### src/rtl/alu_exec_pkg.sv
// Shared encodings for the ALU execute stage: ALU control codes, main-control
// aluop classes and the R-type funct values the decoder recognises.
package alu_exec_pkg;

  localparam logic [2:0] GOUT_AND = 3'b000;
  localparam logic [2:0] GOUT_OR  = 3'b001;
  localparam logic [2:0] GOUT_ADD = 3'b010;
  localparam logic [2:0] GOUT_NOR = 3'b100;
  localparam logic [2:0] GOUT_SUB = 3'b110;
  localparam logic [2:0] GOUT_SLT = 3'b111;

  localparam logic [1:0] ALUOP_ADD   = 2'b00;
  localparam logic [1:0] ALUOP_SUB   = 2'b01;
  localparam logic [1:0] ALUOP_RTYPE = 2'b10;

  localparam logic [5:0] FUNCT_ADD = 6'b100000;
  localparam logic [5:0] FUNCT_SUB = 6'b100010;
  localparam logic [5:0] FUNCT_AND = 6'b100100;
  localparam logic [5:0] FUNCT_OR  = 6'b100101;
  localparam logic [5:0] FUNCT_NOR = 6'b100111;
  localparam logic [5:0] FUNCT_SLT = 6'b101010;

endpackage

### src/rtl/add32.sv
// Plain 32-bit adder, wrapping modulo 2^32 with no carry-out.
module add32 (
  input  logic [31:0] a,
  input  logic [31:0] b,
  output logic [31:0] sum
);

  assign sum = a + b;

endmodule

### src/rtl/alu_exec_unit.sv
// Execute stage: ALU control decode, ALU datapath, PC adders and {n,z,v} flags.
// Optional NOR operation enabled by defining ALU_NOR_EN.
module alu_exec_unit
  import alu_exec_pkg::*;
#(
  parameter logic [31:0] PC_INC = 32'd4
) (
  input  logic        clk,
  input  logic        rst_n,
  input  logic [1:0]  aluop,
  input  logic [5:0]  funct,
  input  logic [31:0] a,
  input  logic [31:0] b,
  input  logic [31:0] pc,
  input  logic [31:0] br_off,
  input  logic        flag_we,
  output logic [31:0] result,
  output logic        zero,
  output logic [2:0]  gout,
  output logic [31:0] pc_plus4,
  output logic [31:0] br_target,
  output logic [2:0]  flags_q
);

  logic [31:0] sum;
  logic [31:0] diff;
  logic        v_add;
  logic        v_sub;
  logic        v;

  always_comb begin
    gout = GOUT_ADD;
    if (aluop == ALUOP_SUB) begin
      gout = GOUT_SUB;
    end else if (aluop[1]) begin
      case (funct)
        FUNCT_ADD: gout = GOUT_ADD;
        FUNCT_SUB: gout = GOUT_SUB;
        FUNCT_AND: gout = GOUT_AND;
        FUNCT_OR:  gout = GOUT_OR;
        FUNCT_SLT: gout = GOUT_SLT;
`ifdef ALU_NOR_EN
        FUNCT_NOR: gout = GOUT_NOR;
`endif
        default:   gout = GOUT_ADD;
      endcase
    end
  end

  assign sum  = a + b;
  assign diff = a - b;
  // Overflow when operands (b inverted for subtract) agree in sign but the result does not.
  assign v_add = (a[31] == b[31]) && (sum[31] != a[31]);
  assign v_sub = (a[31] != b[31]) && (diff[31] != a[31]);

  always_comb begin
    result = 32'd0;
    v      = 1'b0;
    case (gout)
      GOUT_AND: result = a & b;
      GOUT_OR:  result = a | b;
      GOUT_ADD: begin
        result = sum;
        v      = v_add;
      end
      GOUT_SUB: begin
        result = diff;
        v      = v_sub;
      end
      GOUT_SLT: begin
        // Sign of the true difference is diff[31] corrected by overflow.
        result = {31'd0, diff[31] ^ v_sub};
        v      = v_sub;
      end
`ifdef ALU_NOR_EN
      GOUT_NOR: result = ~(a | b);
`endif
      default:  result = 32'd0;
    endcase
  end

  assign zero = (result == 32'd0);

  add32 u_add_pc (
    .a   (pc),
    .b   (PC_INC),
    .sum (pc_plus4)
  );

  add32 u_add_br (
    .a   (pc_plus4),
    .b   (br_off),
    .sum (br_target)
  );

  always_ff @(posedge clk or negedge rst_n) begin
    if (!rst_n) begin
      flags_q <= 3'b000;
    end else if (flag_we) begin
      flags_q <= {result[31], zero, v};
    end
  end

endmodule

### config.mk
export PLATFORM = sky130hd
export DESIGN_NAME = alu_exec_unit
export DESIGN_NICKNAME = d
export VERILOG_FILES = /design/src/rtl/alu_exec_pkg.sv /design/src/rtl/add32.sv /design/src/rtl/alu_exec_unit.sv
export SDC_FILE = /design/constraint.sdc
export NUM_CORES = 1
export LEC_CHECK = 0
export CAP_MARGIN = 5
export CORE_MARGIN = 2
export CORE_UTILIZATION = 49
export CTS_CLUSTER_SIZE = 24
export DETAILED_ROUTE_END_ITERATION = 10
export PLACE_DENSITY = 0.94
export REMOVE_ABC_BUFFERS = 1
export SLEW_MARGIN = 40
export SYNTH_ARGS = -nofsm -noshare
export SYNTH_HDL_FRONTEND = slang
export SYNTH_SLANG_ARGS = --single-unit
### constraint.sdc
create_clock -name clk -period 6.1 [get_ports clk]
set_clock_uncertainty 0.1 [all_clocks]
set_input_delay 0.61 -clock clk [delete_from_list [all_inputs] [get_ports clk]]
set_output_delay 0.61 -clock clk [all_outputs]
set_load 0.01 [all_outputs]
=== Word-level counts from Yosys, hierarchy flattened ===
Index checks and enable logic that the tools add are counted.

* Bits in registers: 3
* Output and inout port bits: 103

* Reduce and logical (&&, ||, !) cells: 5
* Add/sub/neg operators: 4
* Multiplexer cells: 5
* Bitwise gates (word level): 3
* Equality and inequality tests: 13

{| class="wikitable"
|+ Operators by type and width
! operator !! count
|-
| $pmux 32 s5 || 1
|-
| $add 32x32->32 || 2
|-
| $add 32x3->32 const B || 1
|-
| $and 32x32->32 || 1
|-
| $logic_not 32->1 || 1
|-
| $or 32x32->32 || 1
|-
| $sub 32x32->32 || 1
|-
| $eq 6x6->1 const B || 4
|-
| $pmux 3 s4 || 1
|-
| $eq 3x3->1 const B || 2
|-
| $mux 3 || 2
|-
| $eq 3x1->1 const B || 1
|-
| $eq 3x2->1 const B || 1
|-
| $logic_not 3->1 || 1
|-
| $ne 1x1->1 || 3
|-
| $eq 2x1->1 const B || 1
|-
| $logic_and 1x1->1 || 2
|-
| $pmux 1 s2 || 1
|-
| $reduce_or 2->1 || 1
|-
| $eq 1x1->1 || 1
|-
| $xor 1x1->1 || 1
|}

=== Longest topological paths before layout ===
* Depth in word-level cells: 7
* Depth in mapped cells: 23
* Gate-level depth less buffers: 22

=== Hierarchy ===
Synthesis repeated with hierarchy kept, for this count alone.

* Cells, all modules: 1,367
* Area total of the unflattened synthesis: 9,386.5 µm²

{| class="wikitable"
|+ By module, submodules not included
! module !! seq. area each (µm²) !! instances !! cells an instance !! area each (µm²)
|-
| alu_exec_unit || 75.1 || 1 || 885 || 5,898.2
|-
| add32 || 0.0 || 2 || 241 || 1,744.2
|}

=== Least setup slack after synthesis ===
OpenSTA, ideal clock, no wires.

* Path type: input-to-output
* From: input a[5]
* To: output zero
* Stages: 23
* Buffers on the path: 1
* Required time: 5,390 ps
* Arrival time: 4,356 ps
* Path slack: 1,034 ps
* Cell sequence: inv_1 ha_1 buf_2 nor4_1 o311ai_1 nand2_1 o31a_1 a31oi_1 o21bai_1 a21oi_1 o21ai_0 a21oi_1 nor2_1 nor2_1 fa_1 mux2i_1 a21oi_1 nor3_1 and4bb_1 nand4bb_1 nor4_2 nand4_1 nor3_1

* Cells in the longest elaborated chain, start to end: 6
* Elaborated cells between the ends (all ways): 9
* Those cells by class: 2 x add/sub; 1 x eq/ne; 1 x mux; 3 x bitwise; 2 x reduce/logical

{| class="wikitable"
|+ RTL lines
! what !! RTL line !! source
|-
| from (decl) || alu_exec_unit.sv:12 || <nowiki>input logic [31:0] a,</nowiki>
|-
| $sub 32x32->32 * || alu_exec_unit.sv:51 || <nowiki>assign diff = a - b;</nowiki>
|-
| $ne 1x1->1 || alu_exec_unit.sv:54 || <nowiki>assign v_sub = (a[31] != b[31]) && (diff[31] != a[31]);</nowiki>
|-
| $logic_and 1x1->1 || alu_exec_unit.sv:54 ||
|-
| $xor 1x1->1 * || alu_exec_unit.sv:72 || <nowiki>result = {31'd0, diff[31] ^ v_sub};</nowiki>
|-
| $pmux 32 s5 * || alu_exec_unit.sv:59 || <nowiki>case (gout)</nowiki>
|-
| named net result[0] || alu_exec_unit.sv:17 || <nowiki>output logic [31:0] result,</nowiki>
|-
| $logic_not 32->1 * || alu_exec_unit.sv:82 || <nowiki>assign zero = (result == 32'd0);</nowiki>
|-
| to (decl) || alu_exec_unit.sv:18 || <nowiki>output logic zero,</nowiki>
|}

The timed path passes the listed nets; every way through them passes the cells marked *.

=== Worst setup path after layout ===
* From: input pc[5]
* To: output br_target[31]

* Cells in the longest elaborated chain, start to end: 2

{| class="wikitable"
|+ RTL lines
! what !! RTL line !! source
|-
| from (decl) || alu_exec_unit.sv:14 || <nowiki>input logic [31:0] pc,</nowiki>
|-
| $add 32x3->32 || add32.sv:8 || <nowiki>assign sum = a + b;</nowiki>
|-
| $add 32x32->32 || add32.sv:8 ||
|-
| to (decl) || alu_exec_unit.sv:21 || <nowiki>output logic [31:0] br_target,</nowiki>
|}

No other way between the ends.

==> qor.yml <==
dp_slack_ns: -0.03030
placed_cells: 1528
crit_arrival_ns: 5.06
max_slew_margin_pct: 43.72
synthesis.area_um2: 7581
synthToLayoutAreaGrowth_pct: 38.55
reg_top3: "flags_q x3"
synth_edf_count: 0
ys_ff_latch: 3
critical-path-top-delay-family: "compound AO/OA/AOI/OAI gates"
required_ns: 5.39
via_count: 9534
p_sw_mw: 0.6223
rows: 45
ys_seq_area_share_pct: 0.9903
layout.cells.non_filler: 1537
root_buffer: "clkbuf_16"
post-route-util_pct: 69.35
rsz0062_at_grt: "false"
cts_buffers: 3
drtIter0Drc: 885
start_kind: "input pin"
synth_mux_area_share_pct: 0.8417
crit_chain: "clkdlybuf4s50_1 > and3_1 > and3_1 > nand3_2 > nor2_2 > and3_1 > xor2_1 > ha_1 > a21o_1 > a21oi_1 > nand2_1 > a311oi_2 > o31ai_2 > a21oi_2 > a21oi_1 > a211o_1 > a21oi_1 > xor2_1 > clkdlybuf4s50_1"
dr.pass1.iters: 8
die_w_um: 128.4
powerDensity_nw_per_um2: 123.5
wl_met2_mm: 13.37
ir_drop_uv: 72.28
yosysUniqueCellTypes: 93
p_comb_share_pct: 90.3
coreArea_um2: 15150
grt_overflow: 0
top_layer_used: "met4"
start_util_pct: 50.05
wl_per_cell_um: 18.54
insertion_delay_ns: 0.22
htree_levels: 1
nFillCells: 1254
tightest_slew_ns: 0.8442
wirelength_mm: 28.49
pwr-share-clk_pct: 7.9
layout.nets: 1624
synth_flop_cell: "dfrtp_1"
cts_buffer_depth: 2
synth_compound_area_share_pct: 35.39
antenna_found_initial: 0
syn_inst: 1098
cts_hold_buffers: 0
timing.fmax_mhz: 173.4
critPathBufInv: 2
die-area_um2: 16480
hpwl_mm: 23.49
yosys_warnings: 0
fin_crit_sh_pct: 94.56
wl_met1_mm: 11.23
largest_reg_flops: 3
swShare_pct: 47.96
clock_sinks: 3
cpPeakStageDelay_ns: 0.57
seqPwrFrac_pct: 1.8
final_hold_viol_count: 0
drc: 0
outcome: "finished clean"
holdPathStages: 2
cts.clk_slew.worst_paths_ns: 0.03
grt_pass1_vias: 9114
synthArstFlopShare_pct: 100.0
p_leak_nw: 4.760
drive_above_1_share_pct: 9.192
drv_slew: 0
io_buffers: 241
crit_type: "input pin to output pin"
antenna_left: 0
grt_use_total_pct: 32.40
cts_tree: "done"
endpoint_kind: "output pin"
p_int_mw: 0.6753
regMostFlops: "flags_q"
diodes: 0
synth-simple-area-share_pct: 22.53
r2r_cells: 1
setup_ws_ns: 0.3320
yosys.area_share.adder_pct: 22.68
gp_congestion: 0.9868
grt_pass1_wl_mm: 44.42
slowest_stage: "clkdlybuf4s50_1"
dr_wl_met3_mm: 2.610
crit_path_max_fanout: 4
crit_cells: 19
viasPerCell: 6.203
setup_viol_count_final: 0
fin_crit_ns: 5.768
grt_max_degree: 38
io_pins: 242
synthXorXnorAreaFrac_pct: 7.146
hold_class: "flop to flop"
die_y_um: 128.4
synth_top_family_by_area: "compound AO/OA/AOI/OAI gates"
avgSynthCellArea_um2: 6.904
maxCapViolCount: 0
## what timing repair did
item	4_1_cts	5_1_grt
gates resized for setup	2	21
setup buffers	0	5
pin swaps	0	14
endpoints found under the setup margin	1	2
## stage by stage
step | hold WS [ns] | power (mW) | setup TNS [ns] | instance area (um^2)
finish | 0.4008 | 1.298 | 0 | 10500
CTS | 0.3965 | 1.262 | 0 | 10370
global placement | 0.3622 | 1.135 | 0 | 10280
floorplan | 0.2144 | 0.6342 | 0 | 7229
global route | 0.4141 | 1.382 | 0 | 10500
detailed placement | 0.3896 | 1.151 | -0.03030 | 10280
## cell usage in the layout (no fill, tap or decap), drive strengths merged, types with 16 or more instances in the layout
cell type	n
clkdlybuf4s50	239
ha	131
inv	117
a21oi	111
nor2	93
nand2	84
o21ai	63
buf	57
xnor2	42
nand3	28
a21o	28
nor3	27
xor2	19
and3	18
nand2b	16
## metal layers
metal,GRT usage (%),vias up
li1,-,4510
met1,39.41,4346
met2,57.60,566
met3,4.241,112
met4,13.19,0
met5,0,-
## logic make-up after synthesis
group	after synthesis
compound gates	384
xor+xnor	61
fa+ha+maj	135
buf+inv	167
flops	3
mux	6
simple gates	342
## final cells by class
class | instances | area (um^2) | share of cell area, %
clock buffer | 4 | 78.83 | 0.7504
inverter | 117 | 439.2 | 4.181
multi-input combinational | 928 | 6845 | 65.17
sequential | 3 | 75.07 | 0.7147
tap | 188 | 235.2 | 2.239
timing repair buffer | 297 | 2830 | 26.94
## power by group through the flow
stage / clock [mW] / sequential (mW) / combinational (mW)
6_report: 0.103 / 0.0239 / 1.17
5_1_grt: 0.106 / 0.0239 / 1.25
4_1_cts: 0.104 / 0.0239 / 1.13
3_5_place_dp: 0 / 0.0241 / 1.13
3_3_place_gp: 0 / 0.0236 / 1.11
2_1_floorplan: 0 / 0.0248 / 0.609
## synth_stat cells (11+ instances only)
cell type	number	area [um^2]
a211oi_1	14	105.1
nor3_1	27	135.1
nor2b_1	13	81.33
nor2_1	92	345.3
inv_1	117	439.2
nand3_1	28	140.1
o31ai_1	13	97.59
xor2_1	19	166.4
a21o_1	26	195.2
and3_1	18	112.6
nand2_1	83	311.6
xnor2_1	41	359.1
clkbuf_1	13	48.80
buf_2	11	55.05
a221oi_1	13	113.9
o21ai_0	55	275.3
o21a_1	15	112.6
a21oi_1	110	550.5
ha_1	131	1639
o221a_2	12	135.1
buf_6	15	168.9
nand4_1	14	87.58
nand2b_1	16	100.1
## path summary, 6_finish.rpt
| path | startpoint | slack, ns | end |
|---|---|---|---|
| min | flags_q[1] | 0.40 | flags_q[1] |
| max reg2reg | flags_q[2] | 5.33 | flags_q[2] |
| min in group asynchronous | rst_n | 0.48 | flags_q[1] |
| min reg2reg | flags_q[1] | 0.40 | flags_q[1] |
| max | pc[5] | 0.33 | br_target[31] |
| max in group asynchronous | rst_n | 5.27 | flags_q[0] |
Power figures use the tool's default switching activity.
